$ cat src/rtl/perf_counter_pkg.sv
// perf_counter_pkg: shared types and helpers for the performance counter bank
package perf_counter_pkg;
  localparam int MAX_W = 64;
  typedef enum logic {CNT_WRAP, CNT_SAT} cnt_mode_e;
  typedef struct packed {
    logic [MAX_W-1:0] count;
    logic             ovf;
  } counter_state_t;
  function automatic int idx_w(int n);
    return n > 1 ? $clog2(n) : 1;
  endfunction
endpackage

$ cat src/rtl/perf_counter_cell.sv
// perf_counter_cell: one live counter with clear > load > increment priority and wrap/saturate overflow
module perf_counter_cell
  import perf_counter_pkg::*;
#(
  parameter int        WIDTH = 64,
  parameter int        INC_W = 4,
  parameter cnt_mode_e MODE  = CNT_WRAP
) (
  input  logic             clk,
  input  logic             rst,
  input  logic             clr,
  input  logic             ld,
  input  logic [INC_W-1:0] inc,
  input  logic [WIDTH-1:0] ld_data,
  output logic [WIDTH-1:0] count,
  output logic             ovf
);
  logic [WIDTH:0] sum;
  assign sum = {1'b0, count} + {{(WIDTH + 1 - INC_W){1'b0}}, inc};
  always_ff @(posedge clk) begin
    count <= (rst || clr) ? '0 : ld ? ld_data : (sum[WIDTH] && MODE == CNT_SAT) ? '1 : sum[WIDTH-1:0];
    ovf   <= !(rst || clr) && (ovf || (!ld && sum[WIDTH]));
  end
endmodule

$ cat src/rtl/perf_counter_bank.sv
// perf_counter_bank: NUM_CH event counters with atomic shadow snapshot and 1-cycle read port
module perf_counter_bank
  import perf_counter_pkg::*;
#(
  parameter int NUM_CH   = 4,
  parameter int WIDTH    = 64,
  parameter int INC_W    = 4,
  parameter int SATURATE = 0,
  localparam int IW      = idx_w(NUM_CH)
) (
  input  logic                    clk,
  input  logic                    rst,
  input  logic [NUM_CH*INC_W-1:0] inc_amt,
  input  logic [NUM_CH-1:0]       clear,
  input  logic                    ld_valid,
  input  logic [IW-1:0]           ld_ch,
  input  logic [WIDTH-1:0]        ld_data,
  input  logic                    snap,
  input  logic                    rd_req,
  input  logic [IW-1:0]           rd_sel,
  output logic                    rd_valid,
  output logic [WIDTH-1:0]        rd_data,
  output logic                    rd_ovf,
  output logic [NUM_CH-1:0]       ovf
);
  localparam int DEPTH = 1 << IW;
  logic [WIDTH-1:0] cnt [DEPTH];
  logic [DEPTH-1:0] ovf_all;
  counter_state_t   shadow [DEPTH];
  // Lanes past NUM_CH are tied to zero so out-of-range reads return 0 without a range check
  for (genvar c = 0; c < DEPTH; c++) begin : g_ch
    if (c < NUM_CH) begin : g_cell
      perf_counter_cell #(
        .WIDTH(WIDTH),
        .INC_W(INC_W),
        .MODE (SATURATE != 0 ? CNT_SAT : CNT_WRAP)
      ) u_cell (
        .clk    (clk),
        .rst    (rst),
        .clr    (clear[c]),
        .ld     (ld_valid && ld_ch == IW'(c)),
        .inc    (inc_amt[c*INC_W +: INC_W]),
        .ld_data(ld_data),
        .count  (cnt[c]),
        .ovf    (ovf_all[c])
      );
    end else begin : g_pad
      assign cnt[c]     = '0;
      assign ovf_all[c] = 1'b0;
    end
  end
  assign ovf = ovf_all[NUM_CH-1:0];
  always_ff @(posedge clk) begin
    for (int c = 0; c < DEPTH; c++)
      if (rst) shadow[c] <= '0;
      else if (snap) shadow[c] <= '{count: MAX_W'(cnt[c]), ovf: ovf_all[c]};
    rd_valid <= !rst && rd_req;
    if (rst) begin
      rd_data <= '0;
      rd_ovf  <= 1'b0;
    end else if (rd_req) begin
      rd_data <= shadow[rd_sel].count[WIDTH-1:0];
      rd_ovf  <= shadow[rd_sel].ovf;
    end
  end
endmodule

$ cat config.mk
export PLATFORM = sky130hd
export DESIGN_NAME = perf_counter_bank
export DESIGN_NICKNAME = d
export VERILOG_FILES = /design/src/rtl/perf_counter_pkg.sv /design/src/rtl/perf_counter_cell.sv /design/src/rtl/perf_counter_bank.sv
export SDC_FILE = /design/constraint.sdc
export NUM_CORES = 1
export LEC_CHECK = 0
export BUFFER_PORTS_ARGS = -buffer_cell sky130_fd_sc_hd__buf_2
export CAP_MARGIN = 30
export CORE_UTILIZATION = 55
export DETAILED_ROUTE_END_ITERATION = 8
export PLACE_DENSITY = 0.71
export RECOVER_POWER = 25
export SYNTH_ARGS = -nofsm -noshare
export SYNTH_HDL_FRONTEND = slang
export SYNTH_SLANG_ARGS = --single-unit
$ cat constraint.sdc
create_clock -name clk -period 5.5 [get_ports clk]
set_clock_uncertainty 0.2 [all_clocks]
set_input_delay 0.55 -clock clk [delete_from_list [all_inputs] [get_ports clk]]
set_output_delay 0.55 -clock clk [all_outputs]
set_load 0.01 [all_outputs]
==> flow_metrics.tcl, run 1 <==
set metrics [dict create \
    run_status "finished with violations" \
    violations "capacitance limit, slew limit" \
    worstSetupEndpointType "register" \
    die_x_um 225 \
    cts_sinks 586 \
    postCtsSetupRepairBufs 0 \
    die_h_um 225 \
    regArea_um2 14300 \
    ir_worst_vdd_v 0.000239 \
    postLayoutCellArea_um2 30900 \
    wl_per_cell_um 22.5 \
    power_density_nw_per_um2 319 \
    route.detailed.drc 0 \
    syn_inst 2610 \
    finalWorstSetupSlack_ns 1.38 \
    antenna_found_initial 0 \
    syn_area_um2 27400 \
    rows 81 \
    num_antenna_cells 0 \
    rsz0062_at_grt "no" \
    maxCapViolations 3 \
    vias_per_cell 6.15 \
    ys.flop_type "dfxtp_1" \
    ys_warn_count 0 \
    crit_arrival_ns 4.36 \
    synth_area_leaders "edfxtp_1, dfxtp_1, and2_1" \
    multi_input_area_um2 12400 \
    syn-mean-instance-area_um2 10.5 \
    grt_usage 0.305 \
    drtIter0Drc 2458 \
    async_flop_share 0 \
    hold_path.class "input pin to register" \
    path_clk_slew_ns 0.06 \
    dieArea_um2 50700 \
    final_util 0.629 \
    holdBufCountCts 0 \
    hpwlAfterDp_um 52300 \
    grt_pass1_wl_um 118000 \
    post-route-min-period_ns 4.12 \
    areaGrowthSynthToFinish_pct 12.6 \
    critPathRequiredTime_ns 5.74 \
    seq_area_frac_synth 0.523 \
    vias 21000 \
    syn_nets 2723 \
    fin_tns_setup_ns 0 \
    ios 163 \
    ys_types 57 \
    p_leak_uw 0.0109 \
    maxSlewViolCount 348 \
    cts_inserted_buffers 66 \
    tightest_slew_ns 3.27 \
    dpl_worst_slack_ns 1.72 \
    clockBufferDepth 3 \
    hold_violations 0 \
    setup_violations 0 \
    max_freq_ghz 0.243 \
    cp-start-kind "input pin" \
    root_buffer "clkbuf_16" \
    fin_cells 3413 \
    insertion_delay_ns 0.60 \
    cp_max_fo 37 \
    grt_pass1_vias 19900 \
    grt_max_degree 261 \
    core_um2 49100 \
    synth-edff-count 260 \
    synth_top_cell_by_area "edfxtp_1" \
    firstDrtPassIters 6 \
    initial_core_util 0.559 \
    globalplace.congestion 0.898 \
    final_layout_size_suffix_gt1_frac 0.138 \
    crit_type "input pin to register" \
    cts_resized 0 \
    synth_seq_cells 586 \
    ant_nets 0 \
    fillers 4037 \
    cts_tree "built" \
    cts.htree.levels 3 \
    post-route-period-util 0.750 \
    wirelength_um 76900 \
    slew-limit-headroom -1.18 \
    nNetsFinal 2809 \
    synth_top_area_share 0.285 \
    io_buffers 162 \
    grt-ovfl-total 0 \
    dp.cells 3291 \
    place_area_um2 28700 \
]
path summary, 6_finish.rpt:
check | from | slack, ns | depth (start not counted) | end
worst max-delay path | rd_sel[0] | 1.38 | 5 | rd_data[63]
worst min-delay path | ld_data[0] | 0.04 | 3 | g_ch[2].g_cell.u_cell.count[0]
worst max register to register | g_ch[2].g_cell.u_cell.count[3] | 1.93 | 8 | g_ch[2].g_cell.u_cell.count[49]
worst min register to register | rd_data[13] | 0.29 | 2 | rd_data[13]
flip-flops by register name, summed over array words and instances (netlist names):
| signal | cells |
|---|---|
| rd_data | 64 |
| g_ch.g_cell.u_cell.count | 256 |
| shadow | 260 |
| g_ch.g_cell.u_cell.ovf | 4 |
| rd_valid | 1 |
| rd_ovf | 1 |
critical path: stages:
cell and delay [ns]:
buf_4 0.20, clkdlybuf4s25_1 2.51, mux4_2 0.83, mux2i_1 0.18, nor2_1 0.05
Yosys cell counts, types with 67 or more instances:
library cell	instances
nor3_1	69
xnor2_1	159
and2_1	271
xor2_1	77
a21oi_1	199
nand2_1	119
clkbuf_1	150
o21ai_0	184
edfxtp_1	260
nand3_1	100
dfxtp_1	326
a211oi_1	67
nor2_1	188
cell type report:
type / count / area share
Sequential cell: 586 / 0.464
Clock buffer: 99 / 0.0653
Tap cell: 664 / 0.0269
Timing Repair Buffer: 189 / 0.0347
Clock inverter: 22 / 0.00507
Multi-Input combinational cell: 1825 / 0.400
Inverter: 28 / 0.00341
layout by cell type, fill, tap and decap left out, types with 8 or more instances in the layout:
| cell | count |
|---|---|
| nor3_1 | 69 |
| buf_2 | 158 |
| clkinv_2 | 13 |
| clkbuf_16 | 73 |
| nor4_1 | 43 |
| mux2i_1 | 65 |
| dfxtp_1 | 326 |
| nand2_1 | 119 |
| xor2_1 | 77 |
| ha_1 | 16 |
| clkbuf_8 | 9 |
| inv_1 | 28 |
| xnor2_1 | 159 |
| or3_1 | 9 |
| mux4_2 | 65 |
| clkbuf_1 | 19 |
| edfxtp_1 | 260 |
| buf_4 | 23 |
| nor2_1 | 184 |
| nand3_1 | 99 |
| a21oi_1 | 199 |
| a211oi_1 | 67 |
| a21o_1 | 8 |
| and4_1 | 20 |
| nand4_1 | 56 |
| o21ai_0 | 184 |
| and2_0 | 30 |
| and3_1 | 39 |
| and2_1 | 242 |
cells by family after synthesis:
| family | after synthesis | synth area share |
|---|---|---|
| flops | 586 | 0.523 |
| fa+ha+maj | 20 | 0.0102 |
| simple gates | 956 | 0.188 |
| xor+xnor | 236 | 0.0754 |
| mux | 130 | 0.0772 |
| buf+inv | 199 | 0.0279 |
| compound gates | 483 | 0.0978 |
through the flow:
step                      total power [µW]  hold slack [ns]
after global placement                5510            0.267
after global routing                 10100           0.0559
after CTS                             9890           0.0158
after floorplan                       5280            0.251
final                                 9850           0.0428
after detailed placement              5530            0.279
report_power, final:
group / leakage (µW) / switching, µW / total [µW] / internal (µW)
Sequential: 0.00554 / 99.2 / 4800 / 4700
Combinational: 0.00432 / 405 / 647 / 242
Clock: 0.00108 / 1770 / 4400 / 2630
metal layers:
metal | up-vias | track usage | wire length (µm)
li1 | 9582 | - | -
met1 | 10300 | 0.422 | 32200
met2 | 947 | 0.486 | 36000
met3 | 185 | 0.0476 | 6190
met4 | 0 | 0.114 | 2480
met5 | - | 0 | 0
(Power assumes the default switching activity.)
==> run 2, diff against run 1 <==
==> constraint.sdc (replaced) <==
create_clock -name clk -period 4.02 [get_ports clk]
set_clock_uncertainty 0.2 [all_clocks]
set_input_delay 0.402 -clock clk [delete_from_list [all_inputs] [get_ports clk]]
set_output_delay 0.402 -clock clk [all_outputs]
set_load 0.01 [all_outputs]
==> flow_metrics.tcl, run 2 (synthesis gave the netlist of run 1 again) <==
set metrics [dict create \
    hpwlAfterDp_um 52100 \
    final_util 0.644 \
    dieArea_um2 50700 \
    route.detailed.drc 0 \
    drtIter0Drc 2152 \
    largest_reg_flops 260 \
    die_h_um 225 \
    max_freq_ghz 0.284 \
    postCtsSetupRepairBufs 0 \
    fillers 3959 \
    finalWorstSetupSlack_ns 0.501 \
    power_frac_seq 0.486 \
    post-route-min-period_ns 3.52 \
    cts_resized 0 \
    power_frac_comb 0.070 \
    critPathRequiredTime_ns 4.09 \
    insertion_delay_ns 0.63 \
    grt_max_degree 159 \
    cts.htree.levels 2 \
    num_antenna_cells 0 \
    nNetsFinal 2887 \
    grt-ovfl-total 0 \
    tightest_slew_ns 2.29 \
    hold_path.class "input pin to register" \
    violations "capacitance limit, slew limit" \
    grt_pass1_wl_um 119000 \
    rows 81 \
    crit_type "input pin to register" \
    ios 163 \
    hold_violations 0 \
    initial_core_util 0.559 \
    top_register "shadow" \
    die_x_um 225 \
    timing.rr.end "g_ch[2].g_cell.u_cell.count[58]" \
    maxCapViolations 7 \
    grt_usage 0.305 \
    power_density_nw_per_um2 428 \
    mostFrequentLayoutCells "dfxtp_1, edfxtp_1, and2_1" \
    cts_tree "built" \
    vias 21200 \
    holdPathStages 4 \
    grt_pass1_vias 20500 \
    cp-start-kind "input pin" \
    path_clk_slew_ns 0.06 \
    globalplace.congestion 0.925 \
    fin_tns_setup_ns 0 \
    cts_inserted_buffers 61 \
    whs_endpoint "g_ch[1].g_cell.u_cell.count[11]" \
    crit_arrival_ns 3.59 \
    areaGrowthSynthToFinish_pct 15.3 \
    worstSetupEndpointType "register" \
    core_um2 49100 \
    final_layout_size_suffix_gt1_frac 0.112 \
    antenna_found_initial 0 \
    root_buffer "clkbuf_16" \
    cts_sinks 586 \
    wl_per_cell_um 22.0 \
    rsz0062_at_grt "no" \
    p_int_uw 10400 \
    ir_worst_vdd_v 0.000291 \
    p_leak_uw 0.0110 \
    vias_per_cell 6.07 \
    cp_max_fo 82 \
    reg2reg_depth 8 \
    reg_top3 "shadow x260, g_ch.g_cell.u_cell.count x256, rd_data x64" \
    maxSlewViolCount 335 \
    wirelength_um 76900 \
    r2r_setup_slack_ns 0.72 \
    ant_nets 0 \
    run_status "finished with violations" \
    layout_commonest_cell "dfxtp_1" \
    firstDrtPassIters 6 \
    post-route-period-util 0.875 \
    postLayoutCellArea_um2 31600 \
    holdBufCountCts 71 \
    min_from "clear[1]" \
    setup_violations 0 \
    p_sw_frac 0.229 \
    io_buffers 162 \
    clockBufferDepth 3 \
    place_area_um2 28900 \
    slew-limit-headroom -0.529 \
    rr_startpoint "g_ch[2].g_cell.u_cell.count[0]" \
    switchingPower_uw 3100 \
    dpl_worst_slack_ns 0.590 \
    clkPwrFrac 0.443 \
]
## run 2: changes by cell type in the layout (fill, tap and decap cells not counted), sizes merged
cell           change
bufinv             +6
clkdlybuf4s25      -1
clkinvlp           +1
clkbuf            +63
buf               -57
inv                +1
clkinv             -6
dlygate4sd3       +71
## run 2: final cells by class
cell class	instances	area [µm²]	area share
timing repair buffer	272	1840	0.0583
multi-input combinational	1825	12400	0.391
clock buffer	92	1810	0.0571
tap	664	831	0.0263
clock inverter	24	327	0.0103
inverter	28	105	0.00333
sequential	586	14300	0.454
## run 2: power by group through the flow
stage | logic, µW | clock network, µW | registers (µW)
global route | 1030 | 6270 | 6590
finish | 950 | 5990 | 6570
CTS | 954 | 6050 | 6570
floorplan | 549 | 0 | 6670
global placement | 870 | 0 | 6680
detailed placement | 895 | 0 | 6690
## run 2: worst max path at each step
stage / startpoint / to / slack [ns] / cells past startpoint
6_report: rst / shadow[1][38] / 0.50 / 4
3_5_place_dp: inc_amt[8] / g_ch[2].g_cell.u_cell.count[58] / 0.59 / 9
3_3_place_gp: inc_amt[8] / g_ch[2].g_cell.u_cell.count[58] / 0.71 / 9
4_1_cts: g_ch[2].g_cell.u_cell.count[0] / g_ch[2].g_cell.u_cell.count[58] / 0.77 / 8
5_1_grt: rst / shadow[2][32] / 0.35 / 4
2_1_floorplan: rst / shadow[0][0] / 0.51 / 3
## run 2: stage by stage
step,std cells,total power (µW),hold slack [ns]
floorplan,2610,7210,0.251
global placement,3302,7550,0.267
detailed placement,3304,7590,0.276
CTS,3491,13600,0.00521
global route,3491,13900,0.0190
finish,3491,13500,0.0312
## run 2: routing by layer
layer  track usage  share of wire
met5             0              0
met4         0.110          0.034
met3        0.0497          0.072
met2         0.485           0.47
met1         0.421           0.43
## run 2: critical path: stages
cell and delay [ns]:
dlygate4sd3_1 0.53, clkbuf_1 0.75, or2_0 1.32, buf_12 0.45
==> run 3, diff against run 2 <==
--- a/config.mk
+++ b/config.mk
@@ -7,9 +7,10 @@
 export LEC_CHECK = 0
 export BUFFER_PORTS_ARGS = -buffer_cell sky130_fd_sc_hd__buf_2
 export CAP_MARGIN = 30
-export CORE_UTILIZATION = 55
+export CORE_UTILIZATION = 29
 export DETAILED_ROUTE_END_ITERATION = 8
-export PLACE_DENSITY = 0.71
+export MAX_ROUTING_LAYER = met4
+export PLACE_DENSITY = 0.42
 export RECOVER_POWER = 25
 export SYNTH_ARGS = -nofsm -noshare
 export SYNTH_HDL_FRONTEND = slang
==> flow_metrics.tcl, run 3 (synthesis gave the netlist of run 1 again) <==
set metrics [dict create \
    fillers 9403 \
    final_util 0.348 \
    dieArea_um2 95700 \
    vias_per_cell 5.00 \
    vias 20600 \
    fin_tns_setup_ns 0 \
    grt_pass1_wl_um 135000 \
    post-route-min-period_ns 3.40 \
    ir_worst_vdd_v 0.000250 \
    crit_type "input pin to register" \
    max_freq_ghz 0.294 \
    grt-ovfl-total 0 \
    grt_pass1_vias 20000 \
    maxCapViolations 7 \
    core_um2 93500 \
    tightest_slew_ns 2.76 \
    cp_cell_sequence "buf_2 -> nand3_1 -> clkbuf_4 -> o21ai_0 -> a21oi_1" \
    cp_slowest_cell "nand3_1" \
    route.detailed.drc 0 \
    crit_start "ld_ch[1]" \
    rr_startpoint "g_ch[0].g_cell.u_cell.count[0]" \
    timing.hold.ws_ns 0.0347 \
    clockBufferDepth 3 \
    post-route-period-util 0.845 \
    cp_max_fo 66 \
    rows 112 \
    total_power_uw 13900 \
    globalplace.congestion 0.821 \
    violations "capacitance limit, slew limit" \
    p_leak_uw 0.0111 \
    layout_commonest_cell "dfxtp_1" \
    critPathRequiredTime_ns 4.26 \
    drtIter0Drc 1670 \
    min_from "ld_ch[1]" \
    antenna_found_initial 2 \
    maxSlewViolCount 302 \
    cts_inserted_buffers 72 \
    wirelength_um 91700 \
    setup_violations 0 \
    cts_sinks 586 \
    die_x_um 309 \
    hold_path.class "input pin to register" \
    initial_core_util 0.293 \
    rsz0062_at_grt "no" \
    wl_per_cell_um 22.3 \
    ios 163 \
    critPathBufInv 2 \
    cts_tree "built" \
    hpwlAfterDp_um 64500 \
    slew-limit-headroom -0.839 \
    power_density_nw_per_um2 426 \
    largest_reg_flops 260 \
    path_clk_slew_ns 0.06 \
    io_buffers 162 \
    die_h_um 309 \
    grt_max_degree 93 \
    areaGrowthSynthToFinish_pct 18.8 \
    reg_top3 "shadow x260, g_ch.g_cell.u_cell.count x256, rd_data x64" \
    firstDrtPassIters 5 \
    max_stage_delay_ns 1.59 \
    run_status "finished with violations" \
    top_register "shadow" \
    insertion_delay_ns 0.61 \
    root_buffer "clkbuf_16" \
    final_layout_size_suffix_gt1_frac 0.118 \
    grt_usage 0.195 \
    mostFrequentLayoutCells "dfxtp_1, edfxtp_1, and2_1" \
    crit_arrival_ns 3.64 \
    cts.htree.levels 3 \
    hold_violations 0 \
    nNetsFinal 2906 \
    cp-start-kind "input pin" \
    ant_nets 0 \
    worstSetupEndpointType "register" \
    cp_top_family "simple AND/OR/NAND/NOR gates" \
]
## run 3: cell count changes in the layout (fill, tap and decap cells not counted), moves of 3 or more
cell           change
bufinv_16          -6
clkinv_2           +4
and2_0             -7
clkbuf_1           +4
buf_4             +10
dlygate4sd3_1      -4
clkinv_1           +6
or2_2              +3
buf_2              +3
and2_1             +7
buf_12             +3
clkbuf_8           -9
clkbuf_16         +14
## run 3: timing repair
action                                  in CTS  in global routing
hold buffers                                67                  0
resized for setup                            0                  0
endpoints found under the hold margin      222                  0
endpoints found under the setup margin       0                  0
buffers inserted                             0                  0
## run 3: power breakdown
group	switching, µW	total (µW)	internal [µW]
logic	602	987	385
registers	140	6580	6440
clock network	2620	6310	3700
## run 3: cell type report
type | count | area, µm² | area share
antenna | 2 | 5.00 | 0.000154
clock buffer | 104 | 2060 | 0.0632
clock inverter | 30 | 206 | 0.00634
inverter | 28 | 105 | 0.00323
multi-input combinational | 1825 | 12300 | 0.379
sequential | 586 | 14300 | 0.440
tap | 1254 | 1570 | 0.0482
timing repair buffer | 280 | 1930 | 0.0594
## run 3: tightest hold or removal path, cell delays in order
cell and delay, ns:
buf_2 0.15, nor2_1 0.12, nand2_1 0.07, a21oi_1 0.05
## run 3: worst paths after layout
kind / slack, ns / endpoint / depth (start not counted)
setup / recovery: 0.62 / g_ch[3].g_cell.u_cell.count[32] / 5
hold / removal: 0.03 / g_ch[1].g_cell.u_cell.count[1] / 4
setup reg to reg: 0.82 / g_ch[0].g_cell.u_cell.count[48] / 9
hold reg to reg: 0.29 / rd_data[49] / 2
## run 3: metal layers
| metal | GRT usage | share of wire |
|---|---|---|
| met5 | - | 0 |
| met4 | 0.0512 | 0.019 |
| met3 | 0.0236 | 0.045 |
| met2 | 0.300 | 0.46 |
| met1 | 0.271 | 0.48 |
## run 3: per-stage QoR
step / std cells / cell area (µm²) / worst slack (ns)
after floorplan: 2610 / 27400 / 0.508
after global placement: 3903 / 29700 / 0.775
after detailed placement: 3906 / 29700 / 0.817
after CTS: 4107 / 32700 / 0.879
after global routing: 4108 / 32600 / 0.400
final: 4109 / 32600 / 0.623
